$ cat src/rtl/pc_gen.sv
// rtl/pc_gen.sv - fetch-stage program counter with redirect, debug halt/step and advance counter
module pc_gen #(
  parameter int                XLEN          = 32,
  parameter int                STEP          = 4,
  parameter logic [XLEN-1:0]   RESET_VECTOR  = '0,
  parameter int                HALT_ON_RESET = 0,
  parameter int                CNT_W         = 32
) (
  input  logic             clk,
  input  logic             rst_n,
  input  logic             stall,
  input  logic             redirect_valid,
  input  logic [XLEN-1:0]  redirect_target,
  input  logic             halt_req,
  input  logic             resume_req,
  input  logic             step_req,
  input  logic             dbg_pc_we,
  input  logic [XLEN-1:0]  dbg_pc_wdata,
  output logic [XLEN-1:0]  pc,
  output logic [XLEN-1:0]  pc_plus_step,
  output logic             fetch_valid,
  output logic             halted,
  output logic             misalign,
  output logic [XLEN-1:0]  misalign_addr,
  output logic [CNT_W-1:0] adv_count
);

  typedef enum logic [1:0] {
    S_RUN    = 2'd0,
    S_HALTED = 2'd1,
    S_STEP   = 2'd2
  } state_t;

  localparam state_t RESET_STATE = (HALT_ON_RESET != 0) ? S_HALTED : S_RUN;

  state_t           state_q, state_d;
  logic [XLEN-1:0]  pc_q, pc_d;
  logic [XLEN-1:0]  maddr_q, maddr_d;
  logic [CNT_W-1:0] cnt_q, cnt_d;
  logic             mis_q, mis_d;
  logic             advance;
  logic             target_aligned;

  assign pc_plus_step   = pc_q + XLEN'(STEP);
  assign advance        = (state_q != S_HALTED) && !stall;
  assign target_aligned = (redirect_target[1:0] == 2'b00);

  always_ff @(posedge clk or negedge rst_n) begin
    if (!rst_n) begin
      state_q <= RESET_STATE;
      pc_q    <= RESET_VECTOR;
      maddr_q <= '0;
      cnt_q   <= '0;
      mis_q   <= 1'b0;
    end else begin
      state_q <= state_d;
      pc_q    <= pc_d;
      maddr_q <= maddr_d;
      cnt_q   <= cnt_d;
      mis_q   <= mis_d;
    end
  end

  always_comb begin
    state_d = state_q;
    pc_d    = pc_q;
    maddr_d = maddr_q;
    cnt_d   = cnt_q;
    mis_d   = 1'b0;

    // A misaligned redirect is dropped: fetch continues sequentially and the target is logged.
    if (advance) begin
      cnt_d = cnt_q + CNT_W'(1);
      if (redirect_valid && target_aligned) begin
        pc_d = redirect_target;
      end else begin
        pc_d = pc_plus_step;
        if (redirect_valid) begin
          mis_d   = 1'b1;
          maddr_d = redirect_target;
        end
      end
    end

    case (state_q)
      S_RUN: begin
        if (advance && halt_req) state_d = S_HALTED;
      end
      S_STEP: begin
        if (advance) state_d = S_HALTED;
      end
      S_HALTED: begin
        if (dbg_pc_we) pc_d = dbg_pc_wdata & ~XLEN'(3);
        if (step_req) begin
          state_d = S_STEP;
        end else if (resume_req && !halt_req) begin
          state_d = S_RUN;
        end
      end
      default: state_d = RESET_STATE;
    endcase
  end

  assign pc            = pc_q;
  assign fetch_valid   = advance;
  assign halted        = (state_q == S_HALTED);
  assign misalign      = mis_q;
  assign misalign_addr = maddr_q;
  assign adv_count     = cnt_q;

endmodule

$ cat config.mk
export PLATFORM = sky130hd
export DESIGN_NAME = pc_gen
export DESIGN_NICKNAME = d
export VERILOG_FILES = /design/src/rtl/pc_gen.sv
export SDC_FILE = /design/constraint.sdc
export NUM_CORES = 1
export LEC_CHECK = 0
export BUFFER_PORTS_ARGS = -buffer_cell sky130_fd_sc_hd__buf_2
export CAP_MARGIN = 20
export CORE_ASPECT_RATIO = 2
export CORE_UTILIZATION = 40
export CTS_CLUSTER_SIZE = 30
export DETAILED_ROUTE_END_ITERATION = 8
export PLACE_DENSITY = 0.69
export SLEW_MARGIN = 20
export SYNTH_ARGS = -nofsm -noshare
export SYNTH_HDL_FRONTEND = slang
export SYNTH_SLANG_ARGS = --single-unit
$ cat constraint.sdc
create_clock -name clk -period 2.9 [get_ports clk]
set_clock_uncertainty 0.1 [all_clocks]
set_input_delay 0.435 -clock clk [delete_from_list [all_inputs] [get_ports clk]]
set_output_delay 0.435 -clock clk [all_outputs]
set_load 0.02 [all_outputs]
==> results.md, run 1 <==
- Status: completed
- Placed cell areas: 0.00634 mm^2
- First-pass GRT wire length: around 24000 um
- Core footprint: 0.0126 mm^2
- Leading area contributor after synthesis: dfrtp_1
- Sequential-to-total area share from yosys stat: 48.0%
- CP max stage cell: dfrtp_2
- Gpl congestion: 0.857
- Lkg Pwr: 3.21 nW
- TritonCTS clock tree: done
- Global route overflow: 0
- Initial core utilization: 41.1%
- Share of layout cells above drive strength 1: 42.7%
- Die W: 82.3 um
- Area Overhead vs Synth: 31.2%
- Root Buffer: clkbuf_16
- Worst VDD drop: between 0.6 and 0.7 mV
- Post-CTS setup buffers: 0
- Number of iterations in the first detailed-routing pass: 7
- Final wirelength: 15500 um
- Clock buffer depth: 2
- Placed insts: 837
- Pwr Total: ~6.3 mW
- Mapped Avg Cell Area: 10.3 um^2
- DR iter-0 viols: 137
- Cell variety after synth: 59
- Clk pwr share: between 20% and 30%
- CP Cell Sequence: ha_2 > nand3_2 > or2_4 > nor4_2 > xor2_1 > buf_4
- Worst hold path class: input port to asynchronous set/reset pin
- Switching share of power: between 40% and 50%
- Post-DP HPWL: 11600 um
- Largest net degree at the start of global routing: 53
- Ys Warns: 0
- Final number of setup-violating endpoints: 0
- Syn Nets: between 500 and 600
- Ys flop type: dfrtp_1
- Min cycle time layout: 2.82 ns
- Count of final hold-check violations: 0
- Period utilisation layout: 97.3%
- Final Cell Area: about 0.0068 mm^2
- Wire per inst: ~18 um
- Internal Power: 3.67 mW
- Total Routing Usage GR: between 20% and 30%
- Comb power frac: 41.2%
- Count leader, synth: dfrtp_1
- Number of port buffers: 200
- WHS: 0.00274 ns
- Rows: 58
- RSZ-0062 raised after global routing: true
- Post-Syn Instances: 501
- Antenna violations before repair: 3
- Worst Setup Start Kind: register
- Die Span Y: 163 um
- Max cap viols: 0
- Clock sinks: about 100
- Slowest stage delay, CP: 0.43 ns
- Die ar.: roughly 0.013 mm^2
- Flop pwr share: 35.1%
- Area fraction of the dominant cell type after synthesis: about half
- # fillers: 1194
- H-tree levels: 3
- CP Data Required Time: about 2.4 ns
- Via count: 4747
- Crit end category: output pin
- Post-Layout Cell Count: roughly 860
- Async set-reset flop share out of synthesis: 100%
- Num CTS Buffers: 9
- Critical path data arrival time: 2.29 ns
- Flops & latches, synth: 99
- Residual DRC: 0
- PwrDens: approximately 930 mW/mm^2
- Post-Syn Area: 0.00516 mm^2
- Most area-consuming cells after synthesis: dfrtp_1 (48%), mux2_2 (6.6%), xnor2_1 (6.1%), nand2_1 (4.1%), xor2_1 (3.2%)
- Vias per cell: 5.55
- Clock Latency Late Sink: between 0.3 and 0.4 ns
- NetSw: 2.63 mW
- Normalized max-slew margin: around half
- Pins Over Slew Limit: 0
- Max Clk Rate: roughly 350 MHz
- Critical Path Fanout Max: 7
- Synth cell count leaders: dfrtp_1 (99), nand2_1 (56), nor2_1 (44), xnor2_1 (36), mux2_2 (30)
- # IOs: 203
- Fin nets: 772
- Number of enable flip-flop cells after synthesis: 0
- Clock transition at path regs: roughly 0.070 ns
- WS Path Type: register to output pin
- Worst slew pin tran: approximately 0.75 ns
- Vias in the first global route: ~4700
- Post-DRT Antenna Nets: 0
==> cells by family after synthesis <==
| kind of cell | after synthesis | synth area share [%] |
|---|---|---|
| xor+xnor | 56 | 9.66 |
| fa+ha+maj | 2 | 0.485 |
| simple gates | 197 | 20.3 |
| flops | 99 | 48.0 |
| buf+inv | 36 | 3.64 |
| compound gates | 80 | 11.1 |
| mux | 31 | 6.75 |
==> path summary, 6_finish.rpt <==
check,start,endpoint,slack (ns),cells past startpoint
setup / recovery,pc[2],pc_plus_step[30],0.08,6
setup reg to reg,adv_count[0],adv_count[26],0.62,6
hold / removal,rst_n,misalign,0.003,1
max in group asynchronous,rst_n,misalign_addr[17],1.95,2
hold reg to reg,adv_count[31],adv_count[31],0.37,1
min in group clk,dbg_pc_wdata[3],pc[3],0.19,3
==> per-layer routing <==
metal  GRT usage [%]  vias up  routed length, um
li1                -     2204                  -
met1            26.7     2350               5970
met2            42.3      161               8390
met3            4.26       32                693
met4            10.5        0                477
met5               0        -                  0
==> sequential cells by signal, indices dropped and copies added, names as in the netlist <==
signal	count
state_q	2
misalign	1
misalign_addr	32
adv_count	32
pc	32
==> stage by stage <==
| stage | setup slack [ns] | setup TNS (ns) | utilization [%] |
|---|---|---|---|
| after floorplan | 0.353 | 0 | - |
| after CTS | 0.0217 | 0 | 53.6 |
| after detailed placement | 0.305 | 0 | 50.5 |
| after global placement | 0.346 | 0 | 50.5 |
| final | 0.0774 | 0 | 53.9 |
| after global routing | -0.0262 | -0.0517 | 53.9 |
==> worst max-delay path: cells and delay by family (launching register included) <==
family        cells  cell delay [ns]
xor+xnor          1             0.32
fa+ha+maj         1             0.25
buf+inv           1             0.21
flops             1             0.43
simple gates      3             0.74
==> cell type report <==
class / count / area [um^2] / area share, %
clock buffers: 9 / 225 / 3.33
diodes: 3 / 7.51 / 0.111
multi-input cells: 366 / 2540 / 37.5
flip-flops and latches: 99 / 2490 / 36.8
inverters: 7 / 26.3 / 0.389
repair buffers: 215 / 1140 / 16.9
well taps: 150 / 188 / 2.78
clock inverters: 7 / 146 / 2.16
==> what timing repair did <==
action	4_1_cts	5_1_grt
hold buffers	0	0
endpoints found under the setup margin	4	9
pin swaps	1	1
gates resized for setup	4	12
==> power by group through the flow <==
stage	Sequential, mW	Combinational (mW)	Clock (mW)
5_1_grt	2.28	2.78	1.58
4_1_cts	2.20	2.60	1.52
3_3_place_gp	2.18	2.54	0
3_5_place_dp	2.22	2.58	0
6_report	2.22	2.59	1.49
2_1_floorplan	2.56	1.23	0
==> cell usage in the layout, fill, tap and decap left out, drive strengths merged, types with 2 or more instances in the layout <==
| cell | instances |
|---|---|
| a21oi | 14 |
| nor4 | 14 |
| a211oi | 2 |
| a221oi | 9 |
| o31ai | 3 |
| o22ai | 2 |
| mux2 | 30 |
| clkbuf | 9 |
| xnor2 | 36 |
| diode | 3 |
| or2 | 5 |
| o2bb2ai | 2 |
| nand2b | 2 |
| a222oi | 3 |
| nand2 | 56 |
| buf | 215 |
| nor2 | 45 |
| nand4 | 14 |
| dfrtp | 99 |
| o21ai | 15 |
| a22oi | 8 |
| nor3 | 10 |
| a221o | 9 |
| o31a | 2 |
| inv | 9 |
| and2 | 4 |
| xor2 | 20 |
| and4 | 7 |
| nand3 | 29 |
| a21o | 2 |
| a31oi | 3 |
| bufinv | 4 |
| and3 | 7 |
| ha | 2 |
(Power assumes the default switching activity.)
==> inputs of run 2 (changes only) <==
--- a/config.mk
+++ b/config.mk
@@ -7,11 +7,13 @@
 export LEC_CHECK = 0
 export BUFFER_PORTS_ARGS = -buffer_cell sky130_fd_sc_hd__buf_2
 export CAP_MARGIN = 20
+export CELL_PAD_IN_SITES_DETAIL_PLACEMENT = 1
+export CELL_PAD_IN_SITES_GLOBAL_PLACEMENT = 2
 export CORE_ASPECT_RATIO = 2
-export CORE_UTILIZATION = 40
+export CORE_UTILIZATION = 29
 export CTS_CLUSTER_SIZE = 30
 export DETAILED_ROUTE_END_ITERATION = 8
-export PLACE_DENSITY = 0.69
+export PLACE_DENSITY = 0.81
 export SLEW_MARGIN = 20
 export SYNTH_ARGS = -nofsm -noshare
 export SYNTH_HDL_FRONTEND = slang
==> results.md, run 2 (same netlist as run 1, synthesis figures left out) <==
- Setup slack at placement: approximately 0.34 ns
- Area Overhead vs Synth: 30.8%
- TritonCTS clock tree: done
- Max cap viols: 0
- Root Buffer: clkbuf_16
- Number of iterations in the first detailed-routing pass: 4
- Post-route setup slack: 0.0710 ns
- RSZ-0062 raised after global routing: true
- Antenna violations before repair: 1
- Pwr Total: 6.02 mW
- # fillers: 2077
- Clock Latency Late Sink: between 0.3 and 0.4 ns
- # IOs: 203
- Worst Reg-to-Reg Cells: 6
- Residual DRC: 0
- Placed insts: 897
- Worst hold path class: input port to register
- Total Routing Usage GR: around a fifth
- Most frequent cells in the layout: buf_2 (199), dfrtp_1 (89), nand2_1 (56), nor2_1 (43), xnor2_1 (36)
- Gpl congestion: 0.829
- Worst VDD drop: 0.381 mV
- Die W: 96.3 um
- CP Data Required Time: about 2.4 ns
- Period utilisation layout: 97.6%
- Vias per cell: 5.21
- Crit end category: output pin
- Clock transition at path regs: 0.08 ns
- Largest net degree at the start of global routing: 53
- Critical path data arrival time: 2.29 ns
- Placed cell areas: 0.00641 mm^2
- Normalized max-slew margin: a little under half
- Die ar.: 0.0183 mm^2
- Global route overflow: 0
- CP Cell Sequence: inv_1 > or4_4 > o31a_1 > or2_1 > buf_2
- Die Span Y: between 150 and 200 um
- Final wirelength: 18400 um
- Share of layout cells above drive strength 1: 42.7%
- PwrDens: 893 mW/mm^2
- Number of port buffers: 200
- CP max stage cell: or4_4
- Final number of setup-violating endpoints: 0
- WS Path Type: register to output pin
- Fin nets: 774
- Max Clk Rate: 353 MHz
- Min cycle time layout: 2.83 ns
- Worst slew pin tran: roughly 0.8 ns
- Rows: between 60 and 70
- First-pass GRT wire length: about 29000 um
- Status: completed
- Clock sinks: 99
- Slowest stage delay, CP: 0.58 ns
- Final Cell Area: 0.00674 mm^2
- H-tree levels: 3
- Core footprint: 0.0174 mm^2
- Clock buffer depth: 2
- Post-DRT Antenna Nets: 0
- Via count: 4772
- Most common cell after layout, fill and taps aside: buf_2
- Pins Over Slew Limit: 0
- WHS: 0.169 ns
- Post-DP HPWL: 14100 um
- Lkg Pwr: 3.18 nW
- DR iter-0 viols: 163
- Wire per inst: 20.1 um
- Vias in the first global route: 5256
- Count of final hold-check violations: 0
- Worst Setup Start Kind: register
- Num CTS Buffers: 9
- Hold path cells: 3
- Critical Path Fanout Max: 9
- Initial core utilization: 29.7%
- Post-Layout Cell Count: about 920
-- run 2: cell types whose count changed in the layout (fill, tap and decap cells not counted), sizes merged --
cell | previous run | this run
buf | 215 | 216
bufinv | 4 | 0
clkinv | 1 | 3
clkinvlp | 0 | 2
diode | 3 | 1
dlygate4sd3 | 0 | 1
-- run 2: area by class of cell --
type,count,area [um^2],share of cell area [%]
multi-input combinational,366,2520,37.3
sequential,99,2490,36.9
timing repair buffer,217,1160,17.2
tap,210,263,3.90
clock buffer,9,225,3.34
clock inverter,7,61.3,0.909
inverter,7,26.3,0.390
antenna,1,2.50,0.0371
-- run 2: routing by layer --
metal / GRT usage (%) / share of wire (%)
met2: 39.6 / 57
met1: 21.7 / 35
met3: 3.03 / 3.9
met5: 0 / 0
met4: 9.99 / 3.3
-- run 2: critical path: cells and delay by family, from the launching register on --
kind | cells | cell delay [ns]
DFF | 1 | 0.54
and+or+nand+nor | 2 | 0.81
buffers and inverters | 2 | 0.28
AOI/OAI and AO/OA | 1 | 0.31
-- run 2: power by group --
part	switching, mW	internal, mW
registers	0.477	1.75
logic	1.62	0.974
clock network	0.594	0.596
total	2.70	3.32
-- run 2: worst paths after layout --
| path | from | endpoint | slack [ns] |
|---|---|---|---|
| max | pc[18] | pc_plus_step[24] | 0.07 |
| min | dbg_pc_wdata[5] | pc[5] | 0.17 |
| max reg2reg | adv_count[0] | adv_count[26] | 0.51 |
| min reg2reg | adv_count[31] | adv_count[31] | 0.38 |
| max in group asynchronous | rst_n | pc[11] | 1.52 |
| min in group asynchronous | rst_n | misalign_addr[19] | 0.46 |
-- run 2: timing repair --
item                       in CTS  in global routing
setup endpoints to repair       3                 11
hold buffers                    1                  0
hold endpoints to repair       26                  0
pin swaps                       0                  1
resized for setup               2                 12
setup buffers                   0                  1
-- run 2: stage by stage --
step / utilization (%) / setup TNS [ns]
2_1_floorplan: - / 0
3_3_place_gp: 36.9 / 0
3_5_place_dp: 36.9 / 0
4_1_cts: 38.7 / 0
5_1_grt: 38.9 / -0.0301
6_report: 38.9 / 0
==> inputs of run 3 (changes only) <==
--- a/config.mk
+++ b/config.mk
@@ -10,10 +10,11 @@
 export CELL_PAD_IN_SITES_DETAIL_PLACEMENT = 1
 export CELL_PAD_IN_SITES_GLOBAL_PLACEMENT = 2
 export CORE_ASPECT_RATIO = 2
-export CORE_UTILIZATION = 29
+export CORE_UTILIZATION = 28
+export CTS_BUF_LIST = sky130_fd_sc_hd__clkbuf_4 sky130_fd_sc_hd__clkbuf_8
 export CTS_CLUSTER_SIZE = 30
 export DETAILED_ROUTE_END_ITERATION = 8
-export PLACE_DENSITY = 0.81
+export PLACE_DENSITY = 0.79
 export SLEW_MARGIN = 20
 export SYNTH_ARGS = -nofsm -noshare
 export SYNTH_HDL_FRONTEND = slang
==> results.md, run 3 (same netlist as run 1, synthesis figures left out) <==
- Status: finished with violations
- Violated checks: DRC
- Die W: 98.0 um
- Normalized max-slew margin: 45.3%
- Most common cell after layout, fill and taps aside: buf_2
- Period utilisation layout: 96.8%
- Hold_buf cts: 0
- Initial core utilization: 28.9%
- GR met1 Demand/Resource: 20.1%
- Largest net degree at the start of global routing: 100
- Antenna violations before repair: 1
- Critical Path Fanout Max: 7
- CP max stage cell: or3_4
- Num CTS Buffers: 9
- TritonCTS clock tree: done
- Top Usage Layer GRT: met2
- First-pass GRT wire length: between 20000 and 30000 um
- Clock transition at path regs: 0.10 ns
- Number of iterations in the first detailed-routing pass: 7
- Final wirelength: 18400 um
- Die ar.: 0.0190 mm^2
- Post-route setup slack: 0.0933 ns
- Worst Setup Start Kind: register
- WS Path Type: register to output pin
- Worst path bufs/invs: 1
- Lkg Pwr: 3.14 nW
- Setup slack at placement: between 0.3 and 0.4 ns
- Vias in the first global route: 5063
- Number of port buffers: 200
- Residual DRC: 14
- Slowest stage delay, CP: 0.47 ns
- Share of layout cells above drive strength 1: 44.3%
- Max Clk Rate: 356 MHz
- Total Routing Usage GR: 19.7%
- CP Data Required Time: about 2.4 ns
- RSZ-0062 raised after global routing: true
- Met2 usage: 38.6%
- Max cap viols: 0
- Root Buffer: clkbuf_8
- Pins Over Slew Limit: 0
- Gpl congestion: 0.799
- Via count: around 4800
- CP startpoint: pc[19]
- CP Cell Sequence: nand3_2 > or3_4 > o31a_2 > or2_2 > buf_2
- Most frequent cells in the layout: buf_2 (199), dfrtp_1 (84), nand2_1 (56), nor2_1 (43), xnor2_1 (36)
- Post-DRT Antenna Nets: 0
- Placed insts: 900
- Wire per inst: 20.0 um
- DR iter-0 viols: 155
- Final number of setup-violating endpoints: 0
- Global route overflow: 0
- Vias per cell: a little over 5
- Fin nets: 778
- Clock buffer depth: 2
- Post-Layout Cell Count: between 900 and 1000
- Crit end category: output pin
- Crit Reg-Reg Startpoint: adv_count[0]
- Core footprint: 0.0179 mm^2
- # IOs: 203
- Die Span Y: 194 um
- Post-DP HPWL: ~14000 um
- Worst hold path class: input port to asynchronous set/reset pin
- Count of final hold-check violations: 0
- Critical path data arrival time: approximately 2.3 ns
- Min cycle time layout: about 2.8 ns
- Register-to-Register Setup Slack: about 0.54 ns
- H-tree levels: 3
- Reg2Reg Capture Point: adv_count[26]
- Met3 Resource Use GR: approximately 2.5%
- Rows: 69
- Clock Latency Late Sink: 0.38 ns
- Worst VDD drop: 0.406 mV
- Worst Reg-to-Reg Cells: 6
- Clock sinks: 99
- Worst slew pin tran: 0.820 ns
- Largest delay contributor family on the critical path: simple AND/OR/NAND/NOR gates
- PwrDens: slightly below 900 mW/mm^2
- Area Overhead vs Synth: 30.1%
run 3: cell count changes in the layout (fill, tap and decap cells not counted), moves of 2 or more:
| cell | change |
|---|---|
| dfrtp_2 | +5 |
| dfrtp_1 | -5 |
| clkinv_4 | -2 |
| nor4_2 | +3 |
| clkbuf_16 | -9 |
| nor4_1 | -3 |
| clkbuf_8 | +9 |
| buf_4 | +6 |
run 3: through the flow:
| stage | setup TNS [ns] | total power [mW] | instance area, um^2 | utilization (%) | hold WS (ns) |
|---|---|---|---|---|---|
| floorplan | 0 | 3.80 | 5160 | - | 0.0394 |
| global placement | 0 | 4.78 | 6400 | 35.8 | 0.359 |
| detailed placement | 0 | 4.87 | 6400 | 35.8 | 0.365 |
| CTS | -0.000405 | 5.84 | 6610 | 37.0 | 0.0189 |
| global route | -0.0370 | 6.21 | 6710 | 37.5 | 0.0416 |
| finish | 0 | 5.86 | 6710 | 37.5 | 0.00901 |
run 3: worst max-delay path by stage:
stage / slack [ns] / cells after the start / end
floorplan: 0.35 / 6 / pc_plus_step[20]
global placement: 0.36 / 5 / pc_plus_step[27]
detailed placement: 0.34 / 5 / pc_plus_step[27]
CTS: -0.0004 / 6 / pc_plus_step[20]
global route: -0.04 / 6 / pc_plus_step[30]
finish: 0.09 / 5 / pc_plus_step[27]
run 3: final cells by class:
class | instances | area (um^2)
Fill cell | 2109 | 11200
Tap cell | 213 | 267
Inverter | 7 | 26.3
Clock buffer | 10 | 131
Clock inverter | 6 | 66.3
Multi-Input combinational cell | 366 | 2550
Antenna cell | 1 | 2.50
Sequential cell | 99 | 2500
Timing Repair Buffer | 221 | 1170
run 3: worst register-to-register path, stage by stage, from the launching register on:
cell     delay [ns]
dfrtp_1        0.45
ha_1           0.20
and3_1         0.16
nand3_1        0.23
nor4_1         0.73
nand4_1        0.21
xnor2_1        0.17
run 3: repair_timing:
item,CTS,global route
setup endpoints to repair,10,14
gates resized for setup,7,17
endpoints found under the hold margin,0,0
pin swaps,0,2
setup buffers,0,6
run 3: report_power, final:
part / leakage (nW) / internal, mW / switching [mW]
registers: 1.22 / 1.76 / 0.473
clock network: 0.0919 / 0.409 / 0.531
logic: 1.83 / 1.02 / 1.67
total: 3.14 / 3.19 / 2.67
run 3: layer usage:
layer	up-vias	part of all wire, %
met5	-	0
met4	0	2.8
met3	26	3.8
met2	127	58
met1	2418	36
li1	2208	-
